**config.mk**
```make
export PLATFORM = sky130hd
export DESIGN_NAME = atmega_spi_s_flat
export DESIGN_NICKNAME = d
export VERILOG_FILES = /design/src/rtl/atmega_spi_s_if.sv /design/src/rtl/atmega_spi_s.sv /design/src/flat_wrapper.sv
export SDC_FILE = /design/constraint.sdc
export NUM_CORES = 1
export LEC_CHECK = 0
export ABC_AREA = 1
export ABC_CLOCK_PERIOD_IN_PS = 2500
export CAP_MARGIN = 0
export CORE_MARGIN = 1.5
export CORE_UTILIZATION = 40
export DETAILED_ROUTE_END_ITERATION = 8
export GPL_TIMING_DRIVEN = 0
export HOLD_SLACK_MARGIN = 0.1
export PLACE_DENSITY = 0.69
export SYNTH_ARGS = -nofsm -noshare
export SYNTH_HDL_FRONTEND = slang
export SYNTH_SLANG_ARGS = --single-unit
```
**constraint.sdc**
```tcl
create_clock -name clk_i -period 2.5 [get_ports clk_i]
set_input_delay 0.5 -clock clk_i [delete_from_list [all_inputs] [get_ports clk_i]]
set_output_delay 0.5 -clock clk_i [all_outputs]
set_load 0.005 [all_outputs]
```
**src/rtl/atmega_spi_s_if.sv**
```systemverilog
// Register-bus bundle between the CPU side and the ATmega-style SPI slave.
// Signal suffixes are seen from the peripheral: _i is driven by the CPU side.
interface atmega_spi_s_if #(
  parameter int unsigned BUS_ADDR_DATA_LEN = 8
);
  logic [BUS_ADDR_DATA_LEN-1:0] addr_i;
  logic                         wr_i;
  logic                         rd_i;
  logic [7:0]                   bus_i;
  logic [7:0]                   bus_o;
  logic                         int_o;
  logic                         int_ack_i;

  modport master (
    output addr_i, wr_i, rd_i, bus_i, int_ack_i,
    input  bus_o, int_o
  );

  modport slave (
    input  addr_i, wr_i, rd_i, bus_i, int_ack_i,
    output bus_o, int_o
  );
endinterface

```
**src/rtl/atmega_spi_s.sv**
```systemverilog
// ATmega-style SPI slave with SPCR/SPSR/SPDR on the 8-bit register bus.
// Define ATMEGA_SPI_S_OVR_EN to enable the SPSR.OVR overrun flag and drop-on-overrun.
module atmega_spi_s #(
  parameter int unsigned                  BUS_ADDR_DATA_LEN = 8,
  parameter logic [BUS_ADDR_DATA_LEN-1:0] SPCR_ADDR         = 'h20,
  parameter logic [BUS_ADDR_DATA_LEN-1:0] SPSR_ADDR         = 'h21,
  parameter logic [BUS_ADDR_DATA_LEN-1:0] SPDR_ADDR         = 'h22,
  parameter int unsigned                  SYNC_STAGES       = 2
) (
  input  logic          clk_i,
  input  logic          rst_i,
  atmega_spi_s_if.slave bus,
  output logic          io_connect_o,
  input  logic          sck_i,
  input  logic          ss_ni,
  input  logic          mosi_i,
  output logic          miso_o,
  output logic          miso_oe_o
);

  logic [SYNC_STAGES-1:0] sck_sync, ss_sync, mosi_sync;
  logic                   sck_prev, ss_prev;
  logic [7:0]             spcr, tx_buf, rx_buf, shreg, rx_sh;
  logic [2:0]             bit_cnt;
  logic                   spif, wcol, ovr, clr_armed;

  logic spie, spe, dord, mstr, cpol, cpha;
  logic sck_s, ss_s, mosi_s;
  logic active, busy, ss_fall, sck_rise, sck_fall, lead_ev, trail_ev;
  logic sample_ev, shift_ev, byte_done;
  logic [7:0] rx_next;
  logic sel_spcr, sel_spsr, sel_spdr, spdr_wr, spdr_acc, spsr_rd, clr_req;
  logic ovr_bit;

  assign spie = spcr[7];
  assign spe  = spcr[6];
  assign dord = spcr[5];
  assign mstr = spcr[4];
  assign cpol = spcr[3];
  assign cpha = spcr[2];

  assign sck_s  = sck_sync[SYNC_STAGES-1];
  assign ss_s   = ss_sync[SYNC_STAGES-1];
  assign mosi_s = mosi_sync[SYNC_STAGES-1];

  assign active   = spe & ~mstr & ~ss_s;
  assign busy     = active & (bit_cnt != '0);
  assign ss_fall  = ss_prev & ~ss_s;
  assign sck_rise = sck_s & ~sck_prev;
  assign sck_fall = ~sck_s & sck_prev;
  assign lead_ev  = cpol ? sck_fall : sck_rise;
  assign trail_ev = cpol ? sck_rise : sck_fall;

  // The first shift edge of each byte is suppressed (bit_cnt==0): in CPHA=1 it
  // would skip the preloaded MSB/LSB, in CPHA=0 it would clobber the reload.
  assign sample_ev = active & (cpha ? trail_ev : lead_ev);
  assign shift_ev  = active & (cpha ? lead_ev : trail_ev) & (bit_cnt != '0);
  assign byte_done = sample_ev & (bit_cnt == 3'd7);
  assign rx_next   = dord ? {mosi_s, rx_sh[7:1]} : {rx_sh[6:0], mosi_s};

  assign sel_spcr = (bus.addr_i == SPCR_ADDR);
  assign sel_spsr = (bus.addr_i == SPSR_ADDR);
  assign sel_spdr = (bus.addr_i == SPDR_ADDR);
  assign spdr_wr  = bus.wr_i & sel_spdr;
  assign spdr_acc = (bus.wr_i | bus.rd_i) & sel_spdr;
  assign spsr_rd  = bus.rd_i & sel_spsr;
  assign clr_req  = clr_armed & spdr_acc;

`ifdef ATMEGA_SPI_S_OVR_EN
  assign ovr_bit = ovr;
`else
  assign ovr_bit = 1'b0;
`endif

  always_ff @(posedge clk_i or negedge rst_i) begin
    if (!rst_i) begin
      sck_sync  <= '1;
      ss_sync   <= '1;
      mosi_sync <= '1;
      sck_prev  <= 1'b1;
      ss_prev   <= 1'b1;
    end else begin
      sck_sync  <= {sck_sync[SYNC_STAGES-2:0], sck_i};
      ss_sync   <= {ss_sync[SYNC_STAGES-2:0], ss_ni};
      mosi_sync <= {mosi_sync[SYNC_STAGES-2:0], mosi_i};
      sck_prev  <= sck_s;
      ss_prev   <= ss_s;
    end
  end

  always_ff @(posedge clk_i or negedge rst_i) begin
    if (!rst_i) begin
      shreg   <= '0;
      rx_sh   <= '0;
      bit_cnt <= '0;
    end else if (!active) begin
      bit_cnt <= '0;
    end else if (ss_fall) begin
      shreg   <= tx_buf;
      bit_cnt <= '0;
    end else begin
      if (sample_ev) begin
        rx_sh   <= rx_next;
        bit_cnt <= bit_cnt + 3'd1;
        if (byte_done) shreg <= tx_buf;
      end
      if (shift_ev) shreg <= dord ? {1'b0, shreg[7:1]} : {shreg[6:0], 1'b0};
    end
  end

  always_ff @(posedge clk_i or negedge rst_i) begin
    if (!rst_i) begin
      spcr      <= '0;
      tx_buf    <= '0;
      rx_buf    <= '0;
      spif      <= 1'b0;
      wcol      <= 1'b0;
      ovr       <= 1'b0;
      clr_armed <= 1'b0;
    end else begin
      if (bus.wr_i && sel_spcr) spcr <= bus.bus_i;
      if (spdr_wr && !busy) tx_buf <= bus.bus_i;

`ifdef ATMEGA_SPI_S_OVR_EN
      if (byte_done && !spif) rx_buf <= rx_next;
      if (byte_done && spif) ovr <= 1'b1;
      else if (clr_req)      ovr <= 1'b0;
`else
      if (byte_done) rx_buf <= rx_next;
      ovr <= 1'b0;
`endif

      if (byte_done)                      spif <= 1'b1;
      else if (bus.int_ack_i || clr_req)  spif <= 1'b0;

      if (spdr_wr && busy) wcol <= 1'b1;
      else if (clr_req)    wcol <= 1'b0;

      if (spsr_rd && spif) clr_armed <= 1'b1;
      else if (spdr_acc)   clr_armed <= 1'b0;
    end
  end

  always_comb begin
    bus.bus_o = '0;
    if (bus.rd_i) begin
      if (sel_spcr)      bus.bus_o = spcr;
      else if (sel_spsr) bus.bus_o = {spif, wcol, ovr_bit, 5'b00000};
      else if (sel_spdr) bus.bus_o = rx_buf;
    end
  end

  assign bus.int_o    = spif & spie;
  assign io_connect_o = spe & ~mstr;
  assign miso_oe_o    = active;
  assign miso_o       = active ? (dord ? shreg[0] : shreg[7]) : 1'b1;

endmodule

```
**src/flat_wrapper.sv**
```systemverilog
// flat-port wrapper written by rule: the top's interface ports become plain ports
module atmega_spi_s_flat 
#(
  parameter int unsigned                  BUS_ADDR_DATA_LEN = 8,
  parameter logic [BUS_ADDR_DATA_LEN-1:0] SPCR_ADDR         = 'h20,
  parameter logic [BUS_ADDR_DATA_LEN-1:0] SPSR_ADDR         = 'h21,
  parameter logic [BUS_ADDR_DATA_LEN-1:0] SPDR_ADDR         = 'h22,
  parameter int unsigned                  SYNC_STAGES       = 2
)
  (clk_i, rst_i, io_connect_o, sck_i, ss_ni, mosi_i, miso_o, miso_oe_o, bus_addr_i, bus_wr_i, bus_rd_i, bus_bus_i, bus_int_ack_i, bus_bus_o, bus_int_o);
  atmega_spi_s_if #(.BUS_ADDR_DATA_LEN(BUS_ADDR_DATA_LEN)) bus_i ();
  input  logic clk_i;
  input  logic rst_i;
  output logic io_connect_o;
  input  logic sck_i;
  input  logic ss_ni;
  input  logic mosi_i;
  output logic miso_o;
  output logic miso_oe_o;
  input wire logic [$bits(bus_i.addr_i)-1:0] bus_addr_i;
  input wire logic [$bits(bus_i.wr_i)-1:0] bus_wr_i;
  input wire logic [$bits(bus_i.rd_i)-1:0] bus_rd_i;
  input wire logic [$bits(bus_i.bus_i)-1:0] bus_bus_i;
  input wire logic [$bits(bus_i.int_ack_i)-1:0] bus_int_ack_i;
  output wire logic [$bits(bus_i.bus_o)-1:0] bus_bus_o;
  output wire logic [$bits(bus_i.int_o)-1:0] bus_int_o;
  assign bus_i.addr_i = bus_addr_i;
  assign bus_i.wr_i = bus_wr_i;
  assign bus_i.rd_i = bus_rd_i;
  assign bus_i.bus_i = bus_bus_i;
  assign bus_i.int_ack_i = bus_int_ack_i;
  assign bus_bus_o = bus_i.bus_o;
  assign bus_int_o = bus_i.int_o;
  atmega_spi_s #(.BUS_ADDR_DATA_LEN(BUS_ADDR_DATA_LEN), .SPCR_ADDR(SPCR_ADDR), .SPSR_ADDR(SPSR_ADDR), .SPDR_ADDR(SPDR_ADDR), .SYNC_STAGES(SYNC_STAGES)) u_core (.clk_i(clk_i), .rst_i(rst_i), .bus(bus_i), .io_connect_o(io_connect_o), .sck_i(sck_i), .ss_ni(ss_ni), .mosi_i(mosi_i), .miso_o(miso_o), .miso_oe_o(miso_oe_o));
endmodule
```
==> run metrics <==
status=finished, final reports clean; dpl cells=488; share of cells above drive strength 1=0.194; Final WS setup=71.6 ps; Worst Path Required=2000 ps; Routability Congestion=approximately 0.84; Initial Utilization=0.415; mux cell area share after synthesis=0; final non-filler cell total=just over 500; largest area contributor in the netlist=dfrtp_1; CP arrival=between 1500 and 2000 ps; worst setup path class=primary input to primary output; clk sink count=54; synth unique cells=29; complex-gate fraction of the synthesized area=0.104; io pins=36; largest family of logic cells by synthesized area=simple AND/OR/NAND/NOR gates; post-synth top area share=0.408; LEAKAGE=between 1.5 and 2 nW; launch point of the worst path=bus_addr_i[2]; Area Growth Syn to Fin=26.8%; core area=around 6800 um^2; synth cell count leaders=127 x nand2_1, 46 x dfrtp_1, 43 x inv_1; pre-CTS WS=-426 ps; largest net degree at the start of global routing=34; Slew Limit Fails=0; Max Clk Rate=412 MHz; final hold slack=between 150 and 200 ps; Die Y=87.0 um; top-count cell post-synth=nand2_1; # Max-Cap Violations=0; Max Root-Sink Buffers=2; port bufs=35; Num CTS Buffers=5; worst min-delay path class=primary input to async pin; H-tree levels=2; TritonCTS clock tree=built; post-route cell area=3580 um^2; DRT Pass-1 Iters=4; post-layout min period=about 2400 ps; Crit Reg-Reg Startpoint=u_core.sck_sync[1]; post-synthesis simple-gate area fraction=0.300; setup TNS=0 ps; DRC violations left=0; initial antenna violation count=0; HPWL after DPL=about 4700 um; clk_lat worst skew=310 ps; number of global-route vias before repair=about 2,500; mapped cell area=~2800 um^2; Synth Register Bits=between 50 and 60; total track usage=0.187; Die X=around 87 um; Final Skew=between 10 and 15 ps; Cells after Synth=approximately 360; number of flops mapped to enable cells by yosys=0; post-synth net total=383; Worst setup EP type=primary output; endpoints failing setup=0; prevailing post-synth register cell=dfrtp_1; ANT cells=0; Nets=about 440; DP Area=~3300 um^2; Routed WL=~6500 um; Async S/R FF share, synth=1.00; Routed Antenna Nets=0; Fin. Hold Viols=0; VDD IR max=0.188 mV; period utilization=0.971; XOR/XNOR Fraction of Synth Area=0; die area=approximately 7600 um^2; pwr dens=between 400 and 500 nW/um^2; Final Util=0.527; first-pass GRT wire length=11,100 um; grt ovf=0; crit-path max FO=3; WL/cell=between 10 and 15 um; synth warn=0; Tot Pwr=around 1.6 mW; root buf cell=clkbuf_8; top cells by area, synth=dfrtp_1 41%, nand2_1 17%, dfstp_2 7.4%, inv_1 5.7%, o21ai_0 4.3%; CTS clk-pin slew, worst paths=~80 ps; synthesized area per cell=7.93 um^2; critical path startpoint category=primary input; measured slew at the worst slew-check pin=497 ps; area share of fa/ha/maj cells after synthesis=0.0133; Vias/cell=approximately 4.8; Vias=about 2,500; Slew HR=0.668; sequential cell area fraction in the yosys report=0.482; Iteration-0 DRC Markers=approximately 140; Cell Rows=30
[worst paths after layout]
path                            slack, ps                 end  cells after the start
worst max-delay path                   70        bus_bus_o[4]                     11
worst min-delay path                  160     u_core.rx_sh[4]                      1
worst max register to register        790     u_core.shreg[7]                      9
worst min register to register        360   u_core.ss_sync[1]                      0
max in group asynchronous            1740  u_core.sck_sync[0]                      2
min in group clk_i                    360   u_core.ss_sync[1]                      0
[sequential cells by signal (all words and copies together), names as in the netlist]
signal            flops
u_core.bit_cnt        3
u_core.clr_armed      1
u_core.mosi_sync      2
u_core.rx_buf         8
u_core.rx_sh          8
u_core.sck_prev       1
u_core.sck_sync       2
u_core.shreg          8
u_core.spcr           8
u_core.spif           1
u_core.ss_prev        1
u_core.ss_sync        2
u_core.tx_buf         8
u_core.wcol           1
[cell families (layout without fill, tap and decap cells)]
group,Yosys count,count (layout)
compound gates,52,52
fa+ha+maj,3,3
buf+inv,59,121
flops,54,54
simple gates,188,188
[cell type report]
| type | instances | area, um^2 |
|---|---|---|
| plain buffers | 12 | 103 |
| clock buffers | 8 | 80.1 |
| fillers | 663 | 3220 |
| inverters | 47 | 196 |
| multi-input cells | 243 | 1240 |
| flip-flops and latches | 54 | 1360 |
| well taps | 96 | 120 |
| repair buffers | 54 | 482 |
[layer usage]
layer,up-vias,GRT usage,share of wire
met2,47,0.304,0.46
met4,0,0.0616,0.019
met3,12,0.0427,0.036
met5,-,0,0
li1,1250,-,-
met1,1164,0.245,0.48
[worst max-delay path: stages]
cell and delay, ps:
dlygate4sd2_1 250, nor2_4 120, nand2_4 70, nor3_4 240, buf_6 140, buf_6 90, buf_6 80, buf_4 100
nand2_2 40, a21oi_2 150, buf_2 130
[placed cells by master, fill, tap and decap left out, types with 2 or more instances in the layout]
cell / instances
a21oi_1: 14
a21oi_2: 5
buf_2: 5
buf_4: 15
buf_6: 7
clkbuf_1: 5
clkbuf_2: 3
clkbuf_4: 2
clkbuf_8: 6
clkdlybuf4s50_1: 17
dfrtp_1: 46
dfstp_2: 8
dlygate4sd2_1: 9
dlymetal6s2s_1: 3
ha_1: 3
inv_1: 42
nand2_1: 125
nand2_2: 3
nand2_4: 3
nand3_1: 20
nand4_1: 8
nor2_1: 18
nor2_4: 4
nor3_4: 2
o21ai_0: 23
o21ai_2: 9
[repair_timing]
action                                  CTS  global route
endpoints found under the hold margin     0             0
pin swaps                                 9             7
gates resized for setup                  39            15
setup buffers                            15             2
endpoints found under the setup margin    9            11
hold buffers                              0             0
gates cloned                              1             0
[report_power, final]
group	leakage (nW)	internal [mW]	switching, mW
clock network	0.0395	0.200	0.266
logic	1.06	0.0684	0.0948
registers	0.718	0.907	0.0210
Note: power is estimated with default switching activity, not from simulation.
